--- src/rtl/ex1_pkg.sv ---
// Shared constants for the ex1 one-hot ring sequencer.
// State encodings are kept as plain vectors so the register maps straight onto A..D.
package ex1_pkg;

  localparam int STATE_W = 4;

  localparam logic [STATE_W-1:0] S0 = 4'b1000;
  localparam logic [STATE_W-1:0] S1 = 4'b0100;
  localparam logic [STATE_W-1:0] S2 = 4'b0010;
  localparam logic [STATE_W-1:0] S3 = 4'b0001;

endpackage

--- src/rtl/ex1_fsm.sv ---
// Bidirectional 4-state one-hot ring sequencer (Moore).
// Y=1 rotates ABCD right, Y=0 rotates it left; any non-one-hot value snaps back to S0.
module ex1_fsm
  import ex1_pkg::*;
(
  output logic A,
  output logic B,
  output logic C,
  output logic D,
  input  logic Y,
  input  logic reset,
  input  logic clk
);

  logic [STATE_W-1:0] state;
  logic [STATE_W-1:0] state_nxt;

  always_comb begin
    state_nxt = S0;
    case (state)
      S0:      state_nxt = Y ? S1 : S3;
      S1:      state_nxt = Y ? S2 : S0;
      S2:      state_nxt = Y ? S3 : S1;
      S3:      state_nxt = Y ? S0 : S2;
      // Zero or multiple bits set: recover to S0 in a single edge, ignoring Y.
      default: state_nxt = S0;
    endcase
  end

  always_ff @(posedge clk) begin
    if (!reset) begin
      state <= S0;
    end else begin
      state <= state_nxt;
    end
  end

  assign {A, B, C, D} = state;

endmodule

--- config.mk ---
export PLATFORM = sky130hd
export DESIGN_NAME = ex1_fsm
export DESIGN_NICKNAME = d
export VERILOG_FILES = /design/src/rtl/ex1_pkg.sv /design/src/rtl/ex1_fsm.sv
export SDC_FILE = /design/constraint.sdc
export NUM_CORES = 1
export LEC_CHECK = 0
export ABC_AREA = 1
export BUFFER_PORTS_ARGS = -buffer_cell sky130_fd_sc_hd__buf_4
export CORE_AREA = 5 5 42 44
export DETAILED_ROUTE_END_ITERATION = 6
export DIE_AREA = 0 0 47 49
export PLACE_DENSITY = 0.43
export SLEW_MARGIN = 30
export SYNTH_ARGS = -nofsm -noshare
export SYNTH_HDL_FRONTEND = slang
export SYNTH_SLANG_ARGS = --single-unit
--- constraint.sdc ---
create_clock -name clk -period 1 [get_ports clk]
set_clock_uncertainty 0.1 [all_clocks]
set_input_delay 0.1 -clock clk [delete_from_list [all_inputs] [get_ports clk]]
set_output_delay 0.1 -clock clk [all_outputs]
set_load 0.005 [all_outputs]
==> results by group, run 1 <==
Run status
  – Outcome: complete, no violations

Clocking
  – Postcts setup bufs: 0
  – H-tree depth: 1
  – TritonCTS Sinks: 4
  – CTS buffer count: 3
  – Root Buffer: clkbuf_4
  – CTS tree: yes
  – Worst-path clk slew: about 0.030 ns
  – Maximum clock path buffer count: 2
  – Worst-Skew Late Latency: approximately 0.23 ns

Worst setup path
  – CP bufs+invs: 1
  – Startpoint types: register
  – Master of the slowest instance on the critical path: dfxtp_4
  – Crit. End Element: register
  – Crit Path Class: register to register
  – CP required: between 1 and 1.5 ns
  – FF-to-FF setup slack: around 0.0037 ns
  – CP Launch Point: state[2]
  – WP data arrival: 1.01 ns
  – Reg2Reg Depth: 6
  – Critical-path cell list: inv_4 -> nand2_4 -> nor2_4 -> nor2_1 -> nand2_1 -> nand3_1
  – RR Endpoint: state[3]
  – R2r startpoint: state[2]
  – Setup crit end: state[3]
  – Worst Path Max Fanout: 4
  – Crit path depth: 6
  – Crit-path max cell delay: 0.35 ns
  – Delay-heaviest family, CP: simple AND/OR/NAND/NOR gates

STA
  – Count of final hold-check violations: 0
  – Worst slew pin tran: 0.131 ns
  – Worst slew margin: 91.3%
  – Final setup fails: 0
  – Pins Over Slew Limit: 0
  – Fin crit share: between 90% and 100%
  – RSZ-0062 raised after global routing: true
  – Min Hold Slack: 0.0505 ns
  – Tmin final: 0.996 ns
  – Max Fclk: 1.00 GHz

Global route
  – Largest net degree at the start of global routing: 6
  – Total track usage: around 5.8%
  – Total gr overflow: 0
  – Vias in the first global route: roughly 270
  – First-pass GRT wire length: 952 um
  – Initial antenna violation count: 0

Logic synthesis
  – Multiplexer area fraction after synthesis: 0%
  – Yosys warnings: 0
  – #FFs+latches synth: 4
  – Unique masters post-synth: 10
  – Yosys top cell area share: around 36%
  – Synth Area in Simple Gates: about 46%
  – Largest family of logic cells by synthesized area: simple AND/OR/NAND/NOR gates
  – Synth top area cells: dfxtp_1 36%, nand2_1 22%, nor2_1 8.3%
  – Syn Nets: 41
  – Xor/xnor cell area share of the yosys netlist: 0%
  – Largest area contributor in the netlist: dfxtp_1
  – Register area share after synthesis: a little over a third
  – Adder-Cell Fraction of Synth Area: 0%
  – Cells after Synth: 38
  – Post-synthesis area per instance: about 5.9 um^2
  – Compound-gate portion of the synthesized area: 8.89%
  – Synth Cell Area: approximately 230 um^2

Power and ir drop
  – Peak VDD IR: 0.545 mV
  – Pwr Total: ~0.53 mW
  – Cell area power density: ~1300 mW/mm^2
  – Leak pwr: about 0.17 nW

Cells and area
  – Ant diodes: 0
  – Largest register by flop count: state
  – Max reg flops: 4
  – Area growth, synth to finish: 75.6%
  – Layout cells sized above 1: approximately 56%
  – Final net count: 53
  – Commonest non-fill, non-tap cell in the layout: nand2_1
  – Biggest regs: state x4
  – Commonest cells after routing, fill and taps aside: 9 x nand2_1, 6 x buf_4, 4 x inv_4, 4 x nor2_4
  – Fill cells: between 150 and 200

Floorplanning
  – IO Pins: 7
  – Die H: 49 um
  – Die X: between 40 and 50 um
  – Initial core utilization: 16.1%
  – Area of the die: around 0.0023 mm^2
  – Number of core rows: 14
  – Core area: 0.00140 mm^2

Place
  – Count of input and output buffers: 6
  – Dpl hpwl: ~440 um
  – Placer Congestion: around 0.77

Route
  – DRT antenna net count: 0
  – Final wirelength: ~580 um
  – Vias: between 200 and 300
  – Drt pass-1 iters: 4
  – Number of vias per cell: roughly 4
  – DRC Markers: 0
  – Drt initial violations: 11
  – Drt wl/cell: roughly 9.1 um

Worst hold path
  – Type of the most critical hold path: input pin to register

Run
  – MaxCap Viol Count: 0
==> per-stage QoR <==
| step | setup slack [ns] | cell area [um^2] | std cells | util (%) | setup TNS, ns |
|---|---|---|---|---|---|
| after floorplan | 0.0657 | 225 | 38 | - | 0 |
| after global placement | -0.00962 | 298 | 61 | 21.3 | -0.00962 |
| after detailed placement | -0.0348 | 298 | 61 | 21.3 | -0.0348 |
| after CTS | 0.00572 | 343 | 64 | 24.5 | 0 |
| after global routing | -0.0354 | 395 | 64 | 28.2 | -0.0622 |
| final | 0.00372 | 395 | 64 | 28.2 | 0 |
==> worst register-to-register path: stages, from the launching register on <==
cell and delay (ns):
dfxtp_4 0.35, inv_4 0.06, nand2_4 0.07, nor2_4 0.12, nor2_1 0.06, nand2_1 0.06
nand3_1 0.06
==> cell type report <==
type                       count  area (um^2)  area share, %
clock buffer                   3         22.5           5.70
multi-input combinational     28          173           43.7
timing repair buffer           7         55.1           13.9
tap                           16         20.0           5.06
inverter                       6         32.5           8.23
sequential                     4         92.6           23.4
==> how the worst min path moves through the flow <==
stage | start | endpoint | slack (ns) | depth (start not counted)
2_1_floorplan | reset | state[3] | 0.08 | 1
3_3_place_gp | reset | state[3] | 0.22 | 2
3_5_place_dp | reset | state[3] | 0.23 | 2
4_1_cts | Y | state[0] | 0.05 | 3
5_1_grt | Y | state[2] | 0.05 | 3
6_report | Y | state[0] | 0.05 | 3
==> Yosys cell counts <==
library cell  number
inv_1              4
nand2_1           13
dfxtp_1            4
a21oi_1            3
inv_2              2
nor2_2             2
nand2_2            2
o21ai_0            1
nand3_1            2
nor2_1             5
==> logic make-up (layout without fill, tap and decap cells) <==
group / count (synthesis) / count (layout)
flops: 4 / 4
buf+inv: 6 / 16
simple gates: 24 / 24
compound gates: 4 / 4
==> power breakdown <==
part	switching, mW	internal, mW	total (mW)
Combinational	0.0799	0.0627	0.143
Sequential	0.0215	0.175	0.197
Clock	0.0554	0.133	0.189
==> repair_timing <==
action | CTS | global route
resized for setup | 10 | 17
pin swaps | 2 | 8
hold buffers | 1 | 0
hold endpoints to repair | 1 | 0
setup endpoints to repair | 3 | 4
==> layer usage <==
metal  routed length (um)  track usage (%)  up-vias
li1                     -                -      136
met2                  335             8.14        6
met4                   17             6.91        0
met3                    9             1.11        2
met5                    0                0        -
met1                  217             6.36      111
Power figures use the tool's default switching activity.
==> run 2: changes to the inputs <==
--- a/config.mk
+++ b/config.mk
@@ -12,2 +12,3 @@
 export DIE_AREA = 0 0 47 49
+export GPL_TIMING_DRIVEN = 0
 export PLACE_DENSITY = 0.43
--- a/constraint.sdc
+++ b/constraint.sdc
@@ -4,2 +4,2 @@
 set_output_delay 0.1 -clock clk [all_outputs]
-set_load 0.005 [all_outputs]
+set_load 0.05 [all_outputs]
==> run 2 against run 1 <==
Die area stayed put; maximum frequency up 0.13%; first-iteration DRC count decreased by 82%; total power is 8.1% higher; non-clock buffer count unchanged; global-route usage increased by 0.28 points; clock power grew 3%; combinational power up 29%; wire length up 0.17%; register-to-register slack about the same; sequential share of layout area rose by 0.41 points; hold slack got worse by 0.0042 ns.
==> results by group, run 2 (same netlist as run 1, synthesis figures left out) <==
Clocking
  – Maximum clock path buffer count: 2 (unchanged)
  – Worst-Skew Late Latency: 0.23 ns (about the same)
  – Worst-path clk slew: 0.04 ns (about the same)
  – Root Buffer: clkbuf_4
  – CTS buffer count: 3 (unchanged)
  – H-tree depth: 1 (unchanged)
  – TritonCTS Sinks: 4 (unchanged)
  – CTS tree: yes

Global route
  – First-pass GRT wire length: 959 um (+0.74%)
  – Total track usage: 6.12% (+0.28 points)
  – Vias in the first global route: 264 (-0.38%)
  – Total gr overflow: 0 (unchanged)
  – Largest net degree at the start of global routing: 6 (unchanged)
  – Initial antenna violation count: 0 (unchanged)

Floorplanning
  – IO Pins: 7 (unchanged)
  – Die X: 47 um (unchanged)
  – Area of the die: 0.00230 mm^2 (unchanged)
  – Core area: 0.00140 mm^2 (unchanged)
  – Initial core utilization: 16.1% (unchanged)
  – Number of core rows: 14 (unchanged)
  – Die H: 49 um (unchanged)

STA
  – Count of final hold-check violations: 0 (unchanged)
  – RSZ-0062 raised after global routing: true
  – Tmin final: 0.995 ns (-0.00127 ns)
  – Final setup fails: 0 (unchanged)
  – Final setup TNS: 0 ns (unchanged)
  – Fin crit share: 99.5% (-0.13 points)
  – Max Fclk: 1.01 GHz (+0.13%)
  – Pins Over Slew Limit: 0 (unchanged)
  – Worst slew pin tran: 0.147 ns (+0.0165 ns)
  – Worst slew margin: 90.3% (-1.0 points)

Cells and area
  – Fill cells: 164 (-1.2%)
  – Area growth, synth to finish: 77.2%
  – Biggest regs: state x4
  – Post-Layout Cell Count: 64 (unchanged)
  – Commonest cells after routing, fill and taps aside: 11 x nand2_1, 5 x buf_4, 4 x nor2_4, 4 x dfxtp_4
  – Ant diodes: 0 (unchanged)
  – Layout cells sized above 1: 54.2% (-2.1 points)
  – Largest register by flop count: state
  – Max reg flops: 4 (unchanged)
  – Final net count: 53 (unchanged)
  – Commonest non-fill, non-tap cell in the layout: nand2_1

Run
  – MaxCap Viol Count: 0 (unchanged)

Route
  – DRT antenna net count: 0 (unchanged)
  – Number of vias per cell: 4.14 (+3.9%)
  – Drt wl/cell: 9.08 um (+0.17%)
  – Vias: 265 (+3.9%)
  – Final wirelength: 581 um (+0.17%)
  – DRC Markers: 0 (unchanged)
  – Drt pass-1 iters: 4 (unchanged)
  – Drt initial violations: 2 (-9)

Worst setup path
  – Startpoint types: register
  – FF-to-FF setup slack: 0.005 ns (about the same)
  – Setup crit end: state[3]
  – RR Endpoint: state[3]
  – CP required: 1.02 ns (about the same)
  – Crit. End Element: register
  – Worst Path Max Fanout: 4 (unchanged)
  – Reg2Reg Depth: 6 (unchanged)
  – R2r startpoint: state[0]
  – WP data arrival: 1.01 ns (about the same)
  – CP Launch Point: state[0]
  – Crit Path Class: register to register

Worst hold path
  – Type of the most critical hold path: input pin to register

Place
  – Count of input and output buffers: 6 (unchanged)
  – Dpl cells: 60 (-1.6%)
  – Dpl hpwl: 442 um (-0.41%)
  – Placer Congestion: 0.730 (-5.6%)

Power and ir drop
  – Peak VDD IR: 0.532 mV (-2.4%)
  – Leak pwr: 0.169 nW (+1.8%)
  – Cell area power density: 1430 mW/mm^2 (+7.1%)

Run status
  – Outcome: complete, no violations
[run 2: cell counts in the layout (fill, tap and decap cells not counted)]
Identical to the previous run, type by type.
[run 2: final cells by class]
class,count,area [um^2],area share [%]
multi-input combinational,28,173,43.3
sequential,4,95.1,23.8
timing repair buffer,7,58.8,14.7
inverter,6,30.0,7.52
clock buffer,3,22.5,5.64
tap,16,20.0,5.02
[run 2: through the flow]
step	total power [mW]	util, %	worst slack (ns)	hold slack, ns	instance area [um^2]
2_1_floorplan	0.294	-	-0.0134	0.0834	243
3_3_place_gp	0.336	22.0	-0.0129	0.196	308
3_5_place_dp	0.336	22.0	-0.0175	0.212	308
4_1_cts	0.557	25.2	0.00139	0.0422	353
5_1_grt	0.619	28.5	-0.0367	0.0348	399
6_report	0.571	28.5	0.00499	0.0463	399
[run 2: worst min path at each step]
stage                     cells past startpoint  start  endpoint
after detailed placement                      2  reset  state[3]
final                                         3      Y  state[2]
after global placement                        2  reset  state[3]
after CTS                                     3      Y  state[2]
after floorplan                               1  reset  state[3]
after global routing                          3      Y  state[2]
[run 2: timing repair]
item	in CTS	in global routing
hold buffers	1	0
pin swaps	1	5
resized for setup	3	13
endpoints found under the setup margin	2	8
endpoints found under the hold margin	1	0
setup buffers	0	0
[run 2: power breakdown]
group | switching [mW] | total [mW] | internal, mW | leakage (nW)
combinational | 0.122 | 0.184 | 0.0615 | 0.121
clock | 0.0611 | 0.195 | 0.134 | 0.0138
sequential | 0.0192 | 0.192 | 0.173 | 0.0351
[run 2: critical path, cell delays in order, from the launching register on]
cell and delay (ns):
dfxtp_4 0.35, inv_4 0.07, nand2_4 0.07, nor2_4 0.12, nor2_1 0.05, nand2_1 0.07, nand3_2 0.05
[run 2: metal layers]
layer | GRT usage [%] | part of all wire [%]
met5 | 0 | 0
met4 | 6.91 | 3.4
met3 | 2.21 | 3.8
met2 | 8.82 | 54
met1 | 5.91 | 39
==> run 3: changes to the inputs <==
- ABC_AREA: 1 -> default
- PLACE_DENSITY: 0.43 -> 0.42
==> run 3 against run 2 <==
Final cell count shrank 11%; the run now ends with negative setup slack left; cell area is 16% higher; first-iteration DRC count down 50%; die area did not move; largest cell class unchanged; clock power is 16% higher; critical path depth shrank 3; hold slack improved by 0.048 ns; total power grew 11%; flip-flop and latch count is the same.
==> results by group, run 3 <==
Run status
  – Outcome: complete, but fails checks
  – Failing checks: negative setup slack

STA
  – Tmin final: 1.34 ns (+0.341 ns)
  – Min Hold Slack: 0.0943 ns (+0.0479 ns)
  – Fin crit share: 134% (+34 points)
  – Final setup margin: -0.336 ns (-0.341 ns)
  – Max Fclk: 0.749 GHz (-26%)
  – Worst slew margin: 80.7% (-9.6 points)
  – Count of final hold-check violations: 0 (unchanged)
  – Final setup fails: 7 (+7)
  – RSZ-0062 raised after global routing: true
  – Worst slew pin tran: 0.286 ns (+0.138 ns)
  – Pins Over Slew Limit: 0 (unchanged)
  – Final setup TNS: -1.07 ns (-1.07 ns)

Power and ir drop
  – Clock Power Share: 35.8% (+1.6 points)
  – Peak VDD IR: 0.703 mV (+32%)
  – Sw Pwr: 0.206 mW (+1.8%)
  – Sequential power share: 32.2% (-1.4 points)
  – Logic pwr share: 32.1% (about the same)
  – Sw Ratio: 32.5% (-3.0 points)
  – Cell area power density: 1370 mW/mm^2 (-4.5%)
  – Leak pwr: 0.172 nW (+1.7%)
  – Pint: 0.428 mW (+16%)

Worst hold path
  – Type of the most critical hold path: input pin to register
  – Hold_sp: Y
  – WHS Endpoint: state[0]
  – Hold Crit Depth: 3 (unchanged)

Logic synthesis
  – Ys async rst share: 0% (unchanged)
  – Register area share after synthesis: 38.8% (+3.2 points)
  – Synth Cell Area: 206 um^2 (-8.3%)
  – Post-synth EDFFs: 0 (unchanged)
  – Syn Nets: 26 (-37%)
  – #FFs+latches synth: 4 (unchanged)
  – Largest area contributor in the netlist: dfxtp_1
  – Cells after Synth: 23 (-39%)
  – Yosys warnings: 0 (unchanged)
  – Post-synthesis area per instance: 8.98 um^2 (+51%)
  – Top FF cell, synth: dfxtp_1
  – Unique masters post-synth: 13 (+3)
  – Synth top area cells: dfxtp_1 39%, nor4b_1 8.5%, or3b_1 8.5%
  – Top-count cell post-synth: dfxtp_1
  – Yosys top cell area share: 38.8% (+3.2 points)
  – Post-synth top cells: 4 x dfxtp_1, 3 x a21oi_1

Floorplanning
  – IO Pins: 7 (unchanged)
  – Die X: 47 um (unchanged)
  – Die H: 49 um (unchanged)
  – Initial core utilization: 14.7% (-1.3 points)
  – Area of the die: 0.00230 mm^2 (unchanged)
  – Core area: 0.00140 mm^2 (unchanged)
  – Number of core rows: 14 (unchanged)

Worst setup path
  – Crit. End Element: register
  – Worst Path Max Fanout: 4 (unchanged)
  – Delay-heaviest family, CP: simple AND/OR/NAND/NOR gates
  – Critical-path cell list: or4b_4 -> a31oi_4 -> o21ai_1
  – CP required: 1.01 ns (about the same)
  – R2r startpoint: state[2]
  – Reg2Reg Depth: 3 (-3)
  – Crit-path max cell delay: 0.49 ns (+0.14 ns)
  – Master of the slowest instance on the critical path: or4b_4
  – CP bufs+invs: 0 (-1)
  – Startpoint types: register
  – FF-to-FF setup slack: -0.34 ns (-0.34 ns)
  – RR Endpoint: state[3]
  – Crit Path Class: register to register
  – CP Launch Point: state[2]
  – WP data arrival: 1.34 ns (+0.33 ns)

Clocking
  – CTS buffer count: 3 (unchanged)
  – Root Buffer: clkbuf_4
  – Worst-path clk slew: 0.05 ns (about the same)
  – TritonCTS Sinks: 4 (unchanged)
  – Worst-Skew Late Latency: 0.24 ns (about the same)
  – H-tree depth: 1 (unchanged)
  – CTS tree: yes
  – Maximum clock path buffer count: 2 (unchanged)

Global route
  – Met3 GRT Util: 3.32% (+1.1 points)
  – Total gr overflow: 0 (unchanged)
  – Initial antenna violation count: 0 (unchanged)
  – Largest net degree at the start of global routing: 9 (+3)
  – Global-route layer with the greatest usage: met1
  – Total track usage: 5.99% (-0.13 points)
  – Vias in the first global route: 219 (-17%)
  – Global Route met1 Usage: 8.79% (+2.9 points)
  – Met2 usage: 6.79% (-2.0 points)
  – First-pass GRT wire length: 986 um (+2.8%)

Route
  – DRC Markers: 0 (unchanged)
  – DRT antenna net count: 0 (unchanged)
  – Final wirelength: 678 um (+17%)
  – Drt pass-1 iters: 3 (-1)
  – Number of vias per cell: 4.42 (+6.8%)
  – Drt wl/cell: 11.9 um (+31%)
  – Drt initial violations: 1 (-1)
  – Vias: 252 (-4.9%)

Place
  – Dpl hpwl: 380 um (-14%)
  – Count of input and output buffers: 6 (unchanged)
  – Pre-CTS setup slack: -0.359 ns (-0.342 ns)
  – Placer Congestion: 0.783 (+7.1%)

Cells and area
  – Area growth, synth to finish: 125%
  – Largest register by flop count: state
  – Biggest regs: state x4
  – Fill cells: 151 (-7.9%)
  – Final net count: 45 (-15%)
  – Commonest cells after routing, fill and taps aside: 5 x buf_4, 4 x buf_8, 4 x buf_6, 4 x dfxtp_4, 3 x clkbuf_4
  – Max reg flops: 4 (unchanged)
  – Ant diodes: 0 (unchanged)
  – Layout cells sized above 1: 68.3% (+14 points)
  – Commonest non-fill, non-tap cell in the layout: buf_4

Run
  – MaxCap Viol Count: 0 (unchanged)
## run 3: changes by cell type after synthesis, sizes merged
cell / previous run / this run
a31oi: 0 / 1
inv: 6 / 0
nor4b: 0 / 2
nand2: 15 / 2
nand3: 2 / 0
or3b: 0 / 2
nor2b: 0 / 1
nor2: 7 / 2
nand3b: 0 / 2
nor3b: 0 / 1
nand4bb: 0 / 1
or4b: 0 / 1
## run 3: worst max-delay path by stage
stage | slack [ns] | cells after the start | endpoint
5_1_grt | -0.38 | 3 | state[3]
6_report | -0.34 | 3 | state[3]
4_1_cts | -0.33 | 3 | state[3]
2_1_floorplan | -0.35 | 3 | state[3]
3_3_place_gp | -0.33 | 3 | state[3]
3_5_place_dp | -0.36 | 3 | state[3]
## run 3: repair_timing
item / 4_1_cts / 5_1_grt
hold buffers: 1 / 0
pin swaps: 4 / 3
endpoints found under the hold margin: 1 / 0
endpoints found under the setup margin: 7 / 7
buffers inserted: 4 / 3
gates cloned: 0 / 0
resized for setup: 12 / 11
## run 3: layout make-up
class                   instances  area (um^2)  share of cell area [%]
multi-input cells              19          170                    36.7
clock buffers                   4         26.3                    5.66
well taps                      16         20.0                    4.31
repair buffers                 14          153                    32.9
flip-flops and latches          4         95.1                    20.5
## run 3: cells by family (layout without fill, tap and decap cells)
family          Yosys count  count (layout)  synth area share, %
flops                     4               4                 38.8
simple gates             14              14                 48.5
compound gates            5               5                 12.7
buf+inv                   0              18                    0
## run 3: through the flow
stage | cells | cell area (um^2) | total power [mW] | utilization, %
after detailed placement | 45 | 288 | 0.328 | 20.5
after global placement | 45 | 288 | 0.323 | 20.5
after floorplan | 23 | 223 | 0.282 | -
after CTS | 54 | 394 | 0.598 | 28.1
final | 57 | 464 | 0.634 | 33.1
after global routing | 57 | 464 | 0.671 | 33.1
## run 3: worst min-delay path, cell delays in order
cell and delay (ns):
buf_4 0.15, nand3b_1 0.10, a21oi_2 0.05
## run 3: power by group through the flow
| stage | logic (mW) | clock network, mW | registers (mW) |
|---|---|---|---|
| finish | 0.203 | 0.227 | 0.204 |
| global route | 0.216 | 0.248 | 0.207 |
| CTS | 0.165 | 0.233 | 0.201 |
| detailed placement | 0.124 | 0 | 0.203 |
| global placement | 0.123 | 0 | 0.201 |
| floorplan | 0.0382 | 0 | 0.244 |
## run 3: routing by layer
layer	routed length [um]	vias to the layer above
li1	-	124
met3	37	0
met1	309	119
met2	331	9
met4	0	0
met5	0	-
